$ cat src/rtl/mp_add_seq.sv
// mp_add_seq: multi-precision add sequencer.
// Operands arrive as WIDTH-bit limbs, least-significant first. One rca
// adds each limb and a registered carry links consecutive beats. Results
// leave on a registered valid/ready stream with one cycle of latency.
// The optional subtract mode is enabled by defining MP_ADD_SEQ_SUB_EN,
// which adds the in_sub port.

module rca #(
  parameter int WIDTH = 64
) (
  input  logic [WIDTH-1:0] a,
  input  logic [WIDTH-1:0] b,
  input  logic             c,
  output logic [WIDTH-1:0] s,
  output logic             co
);

  logic [WIDTH:0] chain_s;

  // Ripple the carry bit by bit from the LSB to the MSB.
  always_comb begin
    chain_s    = '0;
    s          = '0;
    chain_s[0] = c;
    for (int i = 0; i < WIDTH; i++) begin
      s[i]         = a[i] ^ b[i] ^ chain_s[i];
      chain_s[i+1] = (a[i] & b[i]) | (chain_s[i] & (a[i] ^ b[i]));
    end
    co = chain_s[WIDTH];
  end

endmodule

module mp_add_seq #(
  parameter int WIDTH = 64
) (
  input  logic             clk,
  input  logic             rst,
  input  logic             in_valid,
  output logic             in_ready,
  input  logic [WIDTH-1:0] in_a,
  input  logic [WIDTH-1:0] in_b,
  input  logic             in_first,
  input  logic             in_last,
  input  logic             cin,
`ifdef MP_ADD_SEQ_SUB_EN
  input  logic             in_sub,
`endif
  output logic             out_valid,
  input  logic             out_ready,
  output logic [WIDTH-1:0] out_sum,
  output logic             out_last,
  output logic             out_cout,
  output logic             out_ovf
);

  typedef enum logic [0:0] {
    ST_FIRST = 1'b0,
    ST_MID   = 1'b1
  } state_t;

  state_t           state_r;
  logic             carry_r;
  logic             first_s;
  logic             in_xfer_s;
  logic             out_xfer_s;
  logic [WIDTH-1:0] b_s;
  logic             c_s;
  logic [WIDTH-1:0] sum_s;
  logic             co_s;
  logic             ovf_s;
`ifdef MP_ADD_SEQ_SUB_EN
  logic             sub_r;
  logic             sub_s;
`endif

  // Handshake decode and adder operand selection for the current limb.
  always_comb begin
    in_ready   = !out_valid || out_ready;
    in_xfer_s  = in_valid && in_ready;
    out_xfer_s = out_valid && out_ready;
    // An in_first limb always restarts, even if an operation is open.
    first_s    = (state_r == ST_FIRST) || in_first;
`ifdef MP_ADD_SEQ_SUB_EN
    // Subtract mode is taken live on the first limb, latched afterwards.
    sub_s = first_s ? in_sub : sub_r;
    b_s   = sub_s ? ~in_b : in_b;
    if (first_s) begin
      c_s = sub_s ? 1'b1 : cin;
    end else begin
      c_s = carry_r;
    end
`else
    b_s = in_b;
    if (first_s) begin
      c_s = cin;
    end else begin
      c_s = carry_r;
    end
`endif
  end

  rca #(
    .WIDTH(WIDTH)
  ) u_rca (
    .a  (in_a),
    .b  (b_s),
    .c  (c_s),
    .s  (sum_s),
    .co (co_s)
  );

  // Signed overflow: same-sign operands produce a result of the other sign.
  always_comb begin
    ovf_s = (in_a[WIDTH-1] == b_s[WIDTH-1]) && (sum_s[WIDTH-1] != in_a[WIDTH-1]);
  end

  // Sequencer state, inter-limb carry and registered output stream.
  always_ff @(posedge clk) begin
    if (rst) begin
      state_r   <= ST_FIRST;
      carry_r   <= 1'b0;
      out_valid <= 1'b0;
      out_sum   <= '0;
      out_last  <= 1'b0;
      out_cout  <= 1'b0;
      out_ovf   <= 1'b0;
`ifdef MP_ADD_SEQ_SUB_EN
      sub_r     <= 1'b0;
`endif
    end else if (in_xfer_s) begin
      out_valid <= 1'b1;
      out_sum   <= sum_s;
      out_last  <= in_last;
      carry_r   <= co_s;
      if (in_last) begin
        out_cout <= co_s;
        out_ovf  <= ovf_s;
        state_r  <= ST_FIRST;
      end else begin
        out_cout <= 1'b0;
        out_ovf  <= 1'b0;
        state_r  <= ST_MID;
      end
`ifdef MP_ADD_SEQ_SUB_EN
      sub_r <= sub_s;
`endif
    end else if (out_xfer_s) begin
      out_valid <= 1'b0;
    end else begin
      out_valid <= out_valid;
    end
  end

endmodule

$ cat config.mk
export PLATFORM = sky130hd
export DESIGN_NAME = mp_add_seq
export DESIGN_NICKNAME = d
export VERILOG_FILES = /design/src/rtl/mp_add_seq.sv
export SDC_FILE = /design/constraint.sdc
export NUM_CORES = 1
export LEC_CHECK = 0
export CORE_UTILIZATION = 40
export CTS_BUF_LIST = sky130_fd_sc_hd__clkbuf_16
export CTS_CLUSTER_SIZE = 25
export DETAILED_ROUTE_END_ITERATION = 10
export PLACE_DENSITY = 0.82
export RECOVER_POWER = 100
export SETUP_SLACK_MARGIN = 0.4
export SLEW_MARGIN = 20
export SYNTH_ARGS = -nofsm -noshare
export SYNTH_HDL_FRONTEND = slang
export SYNTH_HIERARCHICAL = 1
export SYNTH_SLANG_ARGS = --single-unit
$ cat constraint.sdc
create_clock -name clk -period 91.4 [get_ports clk]
set_input_delay 18.28 -clock clk [delete_from_list [all_inputs] [get_ports clk]]
set_output_delay 18.28 -clock clk [all_outputs]
set_load 0.05 [all_outputs]
# Word-level counts from Yosys, hierarchy flattened
# Cells that the tools add are included.
[totals]
ff_bits = 70
latchBits = 0
memories = 0
romBits = 0
output_inout_bits = 69
ram_bits = 0
input_bits = 135
elab_cells = 343
[classes]
n_reduce_logical = 7
muxes = 6
n_div = 0
bitwise = 321
addsub = 0
eq_ne = 2
multipliers = 0
shifts = 0
magnitude_cmp = 0
[op_table]
columns = ["operator", "count"]
rows = [
  ["$and A1 B1 Y1", 128],
  ["$xor A1 B1 Y1", 128],
  ["$or A1 B1 Y1", 64],
  ["$mux W1", 6],
  ["$logic_and A1 B1 Y1", 3],
  ["$logic_or A1 B1 Y1", 2],
  ["$reduce_bool A2 Y1", 1],
  ["$eq A1 B1 Y1", 1],
  ["$logic_not A1 Y1", 1],
  ["$ne A1 B1 Y1", 1],
  ["$not A1 Y1", 1],
]

# Depth between registers and ports, before layout
[logic_depth]
ltp_word = 133
mapped_depth = 73

# Cells and area by module
# Netlist, hierarchy kept.
[by_module_without_submodules]
columns = ["module", "area_per_inst_um2", "instances", "cells_each"]
rows = [
  ["mp_add_seq", 2753.9, 1, 321],
  ["rca", 1318.8, 1, 74],
]

# Worst setup path before layout
# No wires, ideal clock.
[synth_timing]
kind = "input to register"
startpoint = "in in_first"
endpoint = "reg out_ovf"
arrival_time_ps = 43374
stages = 73
setup_slack_ps = 47892
path_cell_list = "nand2b_1 > mux2_2 > fa_1 > fa_1 > fa_1 > fa_1 > fa_1 > fa_1 > fa_1 > fa_1 > fa_1 > fa_1 > fa_1 > fa_1 > fa_1 > fa_1 > fa_1 > fa_1 > (+37 left out) > fa_1 > fa_1 > fa_1 > fa_1 > fa_1 > fa_1 > fa_1 > fa_1 > fa_1 > fa_1 > fa_1 > fa_1 > inv_1 > fa_1 > inv_1 > and3b_1 > o2111ai_1 > a21oi_1"
[synth_via]
elab_chain_len = 132
[synth_rtl]
columns = ["item", "line_no", "source"]
rows = [
  ["from (decl)", "43", "input logic in_first,"],
  ["$logic_or A1 B1 Y1", "83", "first_s = (state_r == ST_FIRST) || in_first;"],
  ["$mux W1", "95", "if (first_s) begin"],
  ["via c_s", "68", "logic c_s;"],
  ["$and A1 B1 Y1", "27", "chain_s[i+1] = (a[i] & b[i]) | (chain_s[i] & (a[i] ^ b[i]));"],
  ["$or A1 B1 Y1", "27", ""],
  ["$and A1 B1 Y1", "27", ""],
  ["$or A1 B1 Y1", "27", ""],
  ["$and A1 B1 Y1", "27", ""],
  ["(+118 left out)", "n/a", ""],
  ["$or A1 B1 Y1", "27", ""],
  ["$and A1 B1 Y1", "27", ""],
  ["$or A1 B1 Y1", "27", ""],
  ["$xor A1 B1 Y1", "26", "s[i] = a[i] ^ b[i] ^ chain_s[i];"],
  ["via sum_s[63]", "69", "logic [WIDTH-1:0] sum_s;"],
  ["$ne A1 B1 Y1", "115", "ovf_s = (in_a[WIDTH-1] == b_s[WIDTH-1]) && (sum_s[WIDTH-1] != in_a[WIDTH-1]);"],
  ["$logic_and A1 B1 Y1", "115", ""],
  ["$mux W1", "136", "if (in_last) begin"],
  ["to (signal assigned)", "138", "out_ovf <= ovf_s;"],
  ["to (decl)", "54", "output logic out_ovf"],
]
# The timed path passes the listed nets, and every way through them passes these cells.
# A chain may end at the register's enable or synchronous reset.

# Worst setup path after layout
# Ends and elaborated chain as after synthesis.

==> summary.txt <==
Outcome
  – Status: complete, but fails checks
  – Failing checks: max-capacitance violations, max-slew violations

Place
  – DP Wirelength: 8270 um
  – Routability cong.: 0.775
  – Placement Setup Slack: 46.34 ns
  – IO Port Bufs: 203

Clock tree
  – CTS clk-pin slew, worst paths: 0.05 ns
  – H-tree levels: 3
  – TritonCTS Buffers: 9
  – CTS tree: yes
  – CTS Hold Bufs: 0
  – Root Buffer: clkbuf_16
  – Max clock buf depth: 2
  – Post-CTS setup-driven buffer insertion count: 0
  – Clock Latency Late Sink: 0.32 ns
  – Clock Sinks: 70
  – PostCTS Resize Cnt: 0

Detailed routing
  – Post-route ant nets: 0
  – Router iterations before antenna repair: 4
  – Routed len/inst: 16.1 um
  – Via count: 3666
  – Vias/cell: 5.15
  – First DRT Iteration DRCs: 140
  – Residual DRC: 0
  – Routed WL: 11500 um

Layout
  – Nets: 775
  – P&R area growth vs syn: 55.0%
  – Share of cells above drive strength 1: 0.0449
  – Fin util: 0.643
  – Diode count: 0

GRT
  – First-pass GRT wire length: 18100 um
  – Grt ovf: 0
  – Largest net degree at the start of global routing: 72
  – Gr usage total: 0.224
  – Number of global-route vias before repair: 3802
  – Initial antenna violation count: 0

Power
  – Sw Ratio: 0.343
  – Seq pwr share: 0.348
  – Tot Pwr: 100 uW
  – Worst vdd ir: 0.00949 mV
  – P_sw: 34.3 uW
  – Leakage: 2.47 nW
  – Comb pwr share: 0.357
  – Clock network fraction of total power: 0.296
  – Power Density: 15.8 nW/um2
  – Int Pwr: 65.8 uW

Hold path
  – Hold Crit Class: reg -> reg

Worst setup path
  – Flop2flop setup slack: 64.57 ns
  – CP max-delay cell: dlygate4sd3_1
  – CP startpoint kind: input pin
  – Worst Path Max Fanout: 3
  – CP most frequent cell: fa_1
  – Buf/Inv on CP: 5
  – Max incr delay on CP: 0.53 ns
  – Critical Path RT: 91.65 ns
  – CP delay by family, top: adder cells
  – Crit path capture type: register
  – Crit Path Category: in -> reg
  – Crit path DAT: 45.30 ns

Die
  – Initial Util: 0.415
  – Core area: 9820 um2
  – Die Area: 10600 um2
  – Rows: 36
  – Chip height: 103 um
  – Chip width: 103 um
  – Ports: 204

Yosys
  – EDFF count, synth: 0
  – Post-Syn Instances: 395
  – Syn Area/Cell: 10.3 um2
  – Synthesis Warnings: 6
  – Area leader, netlist: dfxtp_1
  – Ys flop type: dfxtp_1
  – Synth area leaders: dfxtp_1 34%, fa_1 31%, a21oi_1 8.6%
  – Yosys top cell area share: 0.344
  – Syn_nets: 594
  – Post-synth top cells: 70 x a21oi_1, 70 x dfxtp_1, 66 x nand3_1
  – Yosys cell types: 24
  – Post-synthesis cell area: 4070 um2
  – Sequential area share after synthesis: 0.344
  – Async S/R FF share, synth: 0
  – Flops & latches, synth: 70

STA
  – Crit share post-route: 0.493
  – Final Hold Violating Endpoints: 0
  – Final setup margin: 46.35 ns
  – Final min period: 45.05 ns
  – Final setup fails: 0
  – WHS: 0.455 ns
  – F_max: 22.2 MHz
  – Fin. max-slew vios: 72
  – Tightest Pin Transition: 3.09 ns
  – Max-slew headroom: -1.06
  – Setup TNS: 0 ns
  – Clk_skew: 0.00769 ns
  – Unrepaired setup endpoints after global routing: no

Job
  – Max-cap violations: 1
routing by layer:
| metal | routed length [um] | track usage |
|---|---|---|
| met5 | 0 | 0 |
| met2 | 6010 | 0.401 |
| met1 | 4190 | 0.251 |
| met4 | 224 | 0.0856 |
| met3 | 1030 | 0.0671 |
cell type report:
type / instances / area, um2
Fill cell: 794 / 3510
Multi-Input combinational cell: 276 / 2400
Sequential cell: 70 / 1400
Inverter: 12 / 47.5
Clock inverter: 5 / 21.3
Clock buffer: 9 / 225
Timing Repair Buffer: 207 / 2050
Tap cell: 133 / 166
tightest hold or removal path, cell delays in order (launching register included):
cell,delay (ns)
dfxtp_1,0.31
o21ai_2,0.05
a21oi_1,0.05
kinds of logic (layout without fill, tap and decap cells):
family | count (synthesis) | after routing | share of synthesized area
DFF | 70 | 70 | 0.344
AOI/OAI and AO/OA | 140 | 140 | 0.183
and+or+nand+nor | 71 | 71 | 0.0916
muxes | 1 | 1 | 0.00276
buffers and inverters | 49 | 233 | 0.0642
adders and majority gates | 64 | 64 | 0.315
state kept, by name, summed over array words and instances (netlist names):
signal	count
out_valid	1
carry_r	1
out_sum	64
out_last	1
out_ovf	1
state_r	1
out_cout	1
path summary, 6_finish.rpt:
check	cells after the start	end	startpoint
max	74	out_ovf	in_first
min	2	out_sum[41]	out_sum[41]
max reg2reg	73	out_ovf	state_r
min reg2reg	2	out_sum[41]	out_sum[41]
cells in the final DEF, fill, tap and decap left out:
master and instances:
nand2b_1 1, nand3_1 66, a311oi_2 1, a21oi_1 70, inv_4 1, dlygate4sd3_1 71, nor3b_1 1, clkdlybuf4s50_1 130
fa_1 64, clkbuf_1 1, nand4_1 1, mux2_1 1, nor2b_1 1, o21ai_0 48, o2111ai_1 1, inv_1 12
clkbuf_16 9, clkinv_1 2, buf_4 3, clkinv_2 2, dfxtp_1 70, o21ai_2 8, and3b_1 1, o21ai_1 12
buf_2 2
through the flow:
stage	instance area, um2	instances
after floorplan	4070	395
after global placement	6080	698
after detailed placement	6080	698
after CTS	6320	712
after global routing	6310	712
final	6310	712
power groups by stage:
stage,registers (mW),clock network (mW),logic [mW]
after detailed placement,0.0356,0,0.0365
after global routing,0.0352,0.0316,0.0387
after CTS,0.0350,0.0300,0.0369
after global placement,0.0354,0,0.0359
final,0.0348,0.0296,0.0357
after floorplan,0.0454,0,0.0111
No activity file was read; power rests on OpenSTA's default activity.
==> patch 1, RTL diff (config.mk and constraints unchanged) <==
`WIDTH` is set to 64 in 2 places; all go to 32.
--- a/src/rtl/mp_add_seq.sv
+++ b/src/rtl/mp_add_seq.sv
@@ -6,7 +6,7 @@
 // which adds the in_sub port.
 
 module rca #(
-  parameter int WIDTH = 64
+  parameter int WIDTH = 32
 ) (
   input  logic [WIDTH-1:0] a,
   input  logic [WIDTH-1:0] b,
@@ -32,7 +32,7 @@
 endmodule
 
 module mp_add_seq #(
-  parameter int WIDTH = 64
+  parameter int WIDTH = 32
 ) (
   input  logic             clk,
   input  logic             rst,
Ports: changed (resized in_a, in_b and out_sum); port bits go from 204 to 108. The function was not compared with the original's and may differ.
==> patch 1 against the unedited design <==
  * The flow still finishes with violations (capacitance limit, slew limit)
  * Total power shrank 44%
  * Wire length shrank 53%
  * Sequential cell count shrank 32
  * Count of clock-buffer cells in the layout shrank 4
  * Sequential power shrank 46%
  * Area after synthesis shrank 46%
  * Final area shrank 46%
  * Via count shrank 46%
  * Global-route usage shrank 3.0 points
  * Core utilization grew 0.62 points
  * Worst setup slack gained 3.1 ns
==> patch 1: results (changes against the unedited design) <==
place:
  dp_cells: 376  # was 698
  gp_congestion: 0.7223  # was 0.7750
  hpwl_um: 3850  # was 8274 µm
critical_path:
  crit_family: "buffers and inverters"  # was adder cells
  arrival_ns: 23.72  # was 45.30 ns
  worst_path_max_delay_cell: "clkinvlp_2"  # was dlygate4sd3_1
  r2r_cells: 41  # was 73
finish:
  final-clk-cell-share_pct: 4.704  # was 3.905%
  signal_buffers: 108  # was 207
  drive_gt1_share_pct: 3.834  # was 4.491%
run:
  drv_cap: 1  # unchanged
outcome:
  status: "finished, violations left"  # unchanged
  failed_checks: "capacitance limit, slew limit"  # unchanged
routing:
  vias: 1970  # was 3,666
  drt-met1-wl_um: 2139  # was 4194 µm
power:
  p_per_area_nw_per_um2: 16.50  # was 15.85 nW/µm²
  p_leak_nw: 1.339  # was 2.472 nW
  seq_power_share_pct: 33.7  # was 34.8%
  internal_power_mw: 0.03820  # was 0.06577 mW
sta:
  worstMarginPinSlew_ns: 2.262  # was 3.093 ns
  slew_viol_final: 38  # was 72
global_route:
  track_usage_pct: 19.44  # was 22.41%
synthesis:
  muxShareOfSynthArea_pct: 0.5125  # was 0.2765%
  ys_seq_area_share_pct: 34.62  # was 34.41%
  synth_compound_area_share_pct: 18.11  # was 18.28%
  netlist_top_cells_area: "dfxtp_1, fa_1, a21oi_1"  # unchanged
clocking:
  htreeDepth: 2  # was 3
patch 1: per-stage QoR:
| step | setup WS (ns) | cell area (µm²) | hold slack (ns) | utilization, % |
|---|---|---|---|---|
| after global placement | 52.75 | 3237 | 0.4566 | 62.19 |
| after CTS | 52.70 | 3396 | 0.4756 | 65.24 |
| after global routing | 48.88 | 3378 | 0.4970 | 64.90 |
| after floorplan | 54.39 | 2197 | 0.4514 | - |
| after detailed placement | 52.70 | 3237 | 0.4655 | 62.19 |
| final | 49.40 | 3378 | 0.4691 | 64.90 |
patch 1: worst min path at each step:
stage                                          end  slack [ns]  cells after the start
final                     out_sum[27]$_SDFFE_PP0P_        0.47                      2
after global routing       out_sum[7]$_SDFFE_PP0P_        0.50                      2
after floorplan               carry_r$_SDFFE_PP0P_        0.45                      2
after detailed placement     out_cout$_SDFFE_PP0P_        0.47                      2
after CTS                  out_sum[0]$_SDFFE_PP0P_        0.48                      2
after global placement       out_cout$_SDFFE_PP0P_        0.46                      2
==> patch 2, RTL diff (same settings) <==
Without the edit above. Register the output `out_ovf` once more; this adds one clock of latency there. The other outputs are not delayed to match.
--- a/src/rtl/mp_add_seq.sv
+++ b/src/rtl/mp_add_seq.sv
@@ -58,6 +58,8 @@
     ST_FIRST = 1'b0,
     ST_MID   = 1'b1
   } state_t;
+
+  logic out_ovf_s0;
 
   state_t           state_r;
   logic             carry_r;
@@ -124,7 +126,7 @@
       out_sum   <= '0;
       out_last  <= 1'b0;
       out_cout  <= 1'b0;
-      out_ovf   <= 1'b0;
+      out_ovf_s0 <= 1'b0;
 `ifdef MP_ADD_SEQ_SUB_EN
       sub_r     <= 1'b0;
 `endif
@@ -135,11 +137,11 @@
       carry_r   <= co_s;
       if (in_last) begin
         out_cout <= co_s;
-        out_ovf  <= ovf_s;
+        out_ovf_s0 <= ovf_s;
         state_r  <= ST_FIRST;
       end else begin
         out_cout <= 1'b0;
-        out_ovf  <= 1'b0;
+        out_ovf_s0 <= 1'b0;
         state_r  <= ST_MID;
       end
 `ifdef MP_ADD_SEQ_SUB_EN
@@ -152,5 +154,13 @@
     end
   end
 
+  always_ff @(posedge clk) begin
+    if (rst) begin
+      out_ovf <= '0;
+    end else begin
+      out_ovf <= out_ovf_s0;
+    end
+  end
+
 endmodule
 
Function: changed (a bounded check fails within 4 cycles, from zero or initial values and one cycle with rst high).
==> patch 2 against the unedited design <==
  * The run still ends with capacitance limit, slew limit left
  * Final cell count rose by 0.56%
  * Area after synthesis rose by 0.65%
  * Hold slack improved by 0.0039 ns
  * Final area rose by 2.1%
  * Wire length fell by 1.5%
  * Total power rose by 11%
  * Sequential cell count rose by 1
  * Worst setup slack improved by 0.054 ns
==> patch 2: results (changes against the unedited design) <==
outcome:
  status: "finished, violations left"  # unchanged
  failed_checks: "capacitance limit, slew limit"  # unchanged
critical_path:
  worstPathMaxFanout: 3  # unchanged
  arrival_ns: 45.05  # was 45.30 ns
  rrSetupSlack_ns: 64.58  # was 64.57 ns
  r2r-start: "state_r$_SDFFE_PP0P_"  # unchanged
  setup.worst_path.end: "out_ovf_s0$_SDFFE_PP0P_"  # was out_ovf$_SDFFE_PP0P_
sta:
  maxSlewHeadroom_pct: -112.1  # was -106.2%
  fmaxAchievable_mhz: 22.22  # was 22.20 MHz
  slew_viol_final: 72  # unchanged
  hold_slack_ns: 0.4585  # was 0.4547 ns
  clock_skew_ns: 0.008202  # was 0.007691 ns
routing:
  wl_met2_um: 5714  # was 6012 µm
  wirelength_um: 11290  # was 11,460 µm
  wl_met3_um: 896  # was 1025 µm
  vias: 3672  # was 3,666
  via_per_inst: 5.128  # was 5.149
  drt-met1-wl_um: 4450  # was 4194 µm
  drt_iter0_markers: 126  # was 140
place:
  place_area_um2: 6103  # was 6077 µm²
  post-place-ws_ns: 46.31  # was 46.34 ns
  dp_cells: 700  # was 698
  hpwl_um: 8099  # was 8274 µm
  gp_congestion: 0.7695  # was 0.7750
clocking:
  clock_latency_ns: 0.32  # about the same
  root_buffer: "clkbuf_16"  # unchanged
finish:
  drive_gt1_share_pct: 5.660  # was 4.491%
  nets: 777  # was 775
  fillers: 746  # was 794
power:
  power_frac_clock_pct: 36.2  # was 29.6%
  p_per_area_nw_per_um2: 17.27  # was 15.85 nW/µm²
  power_leader: "clock"  # was combinational cells
  vdd_drop_max_v: 0.00001111  # was 0.000009488 V
  p_leak_nw: 2.527  # was 2.472 nW
  seq_power_share_pct: 31.7  # was 34.8%
  switchingPower_mw: 0.03583  # was 0.03427 mW
global_route:
  grt_pass1_wl_um: 17240  # was 18,070 µm
  track_usage_pct: 21.05  # was 22.41%
synthesis:
  synth_common_cells: "dfxtp_1, a21oi_1, nand3_1, fa_1, o21ai_0"  # was a21oi_1, dfxtp_1, nand3_1, fa_1, o21ai_0
  netlist_top_cells_area: "dfxtp_1, fa_1, a21oi_1"  # unchanged
  ys_seq_area_share_pct: 34.68  # was 34.41%
  syn_area_per_cell_um2: 10.32  # was 10.31 µm²
  synth_cell_types: 25  # was 24
  syn-num-nets: 596  # was 594
min_path:
  min-delay-start: "out_ovf_s0$_SDFFE_PP0P_"  # was out_sum[41]$_SDFFE_PP0P_
  hold_depth: 1  # was 2
  whs_endpoint: "out_ovf$_SDFF_PP0_"  # was out_sum[41]$_SDFFE_PP0P_
  hold_class: "flip-flop to flip-flop"  # unchanged
die:
  core_um2: 9864  # was 9819 µm²
run:
  drv_cap: 1  # unchanged
## patch 2: cell type report
class | count | area (µm²) | share of cell area, %
clock buffer | 9 | 225.2 | 3.494
clock inverter | 7 | 120.1 | 1.864
inverter | 12 | 47.55 | 0.7377
multi-input combinational | 277 | 2416 | 37.49
sequential | 71 | 1421 | 22.05
tap | 133 | 166.4 | 2.582
timing repair buffer | 207 | 2048 | 31.78
## patch 2: cell families (layout without fill, tap and decap cells)
group,Yosys count,after routing,share of synthesized area (%)
buf+inv,49,235,6.380
flops,71,71,34.68
mux,1,1,0.2747
simple gates,72,72,9.249
compound gates,140,140,18.16
fa+ha+maj,64,64,31.26
## patch 2: per-layer routing
metal	global-route usage, %	up-vias
met5	0	-
met4	7.584	0
met3	5.242	20
met2	38.15	171
met1	24.04	1745
li1	-	1736
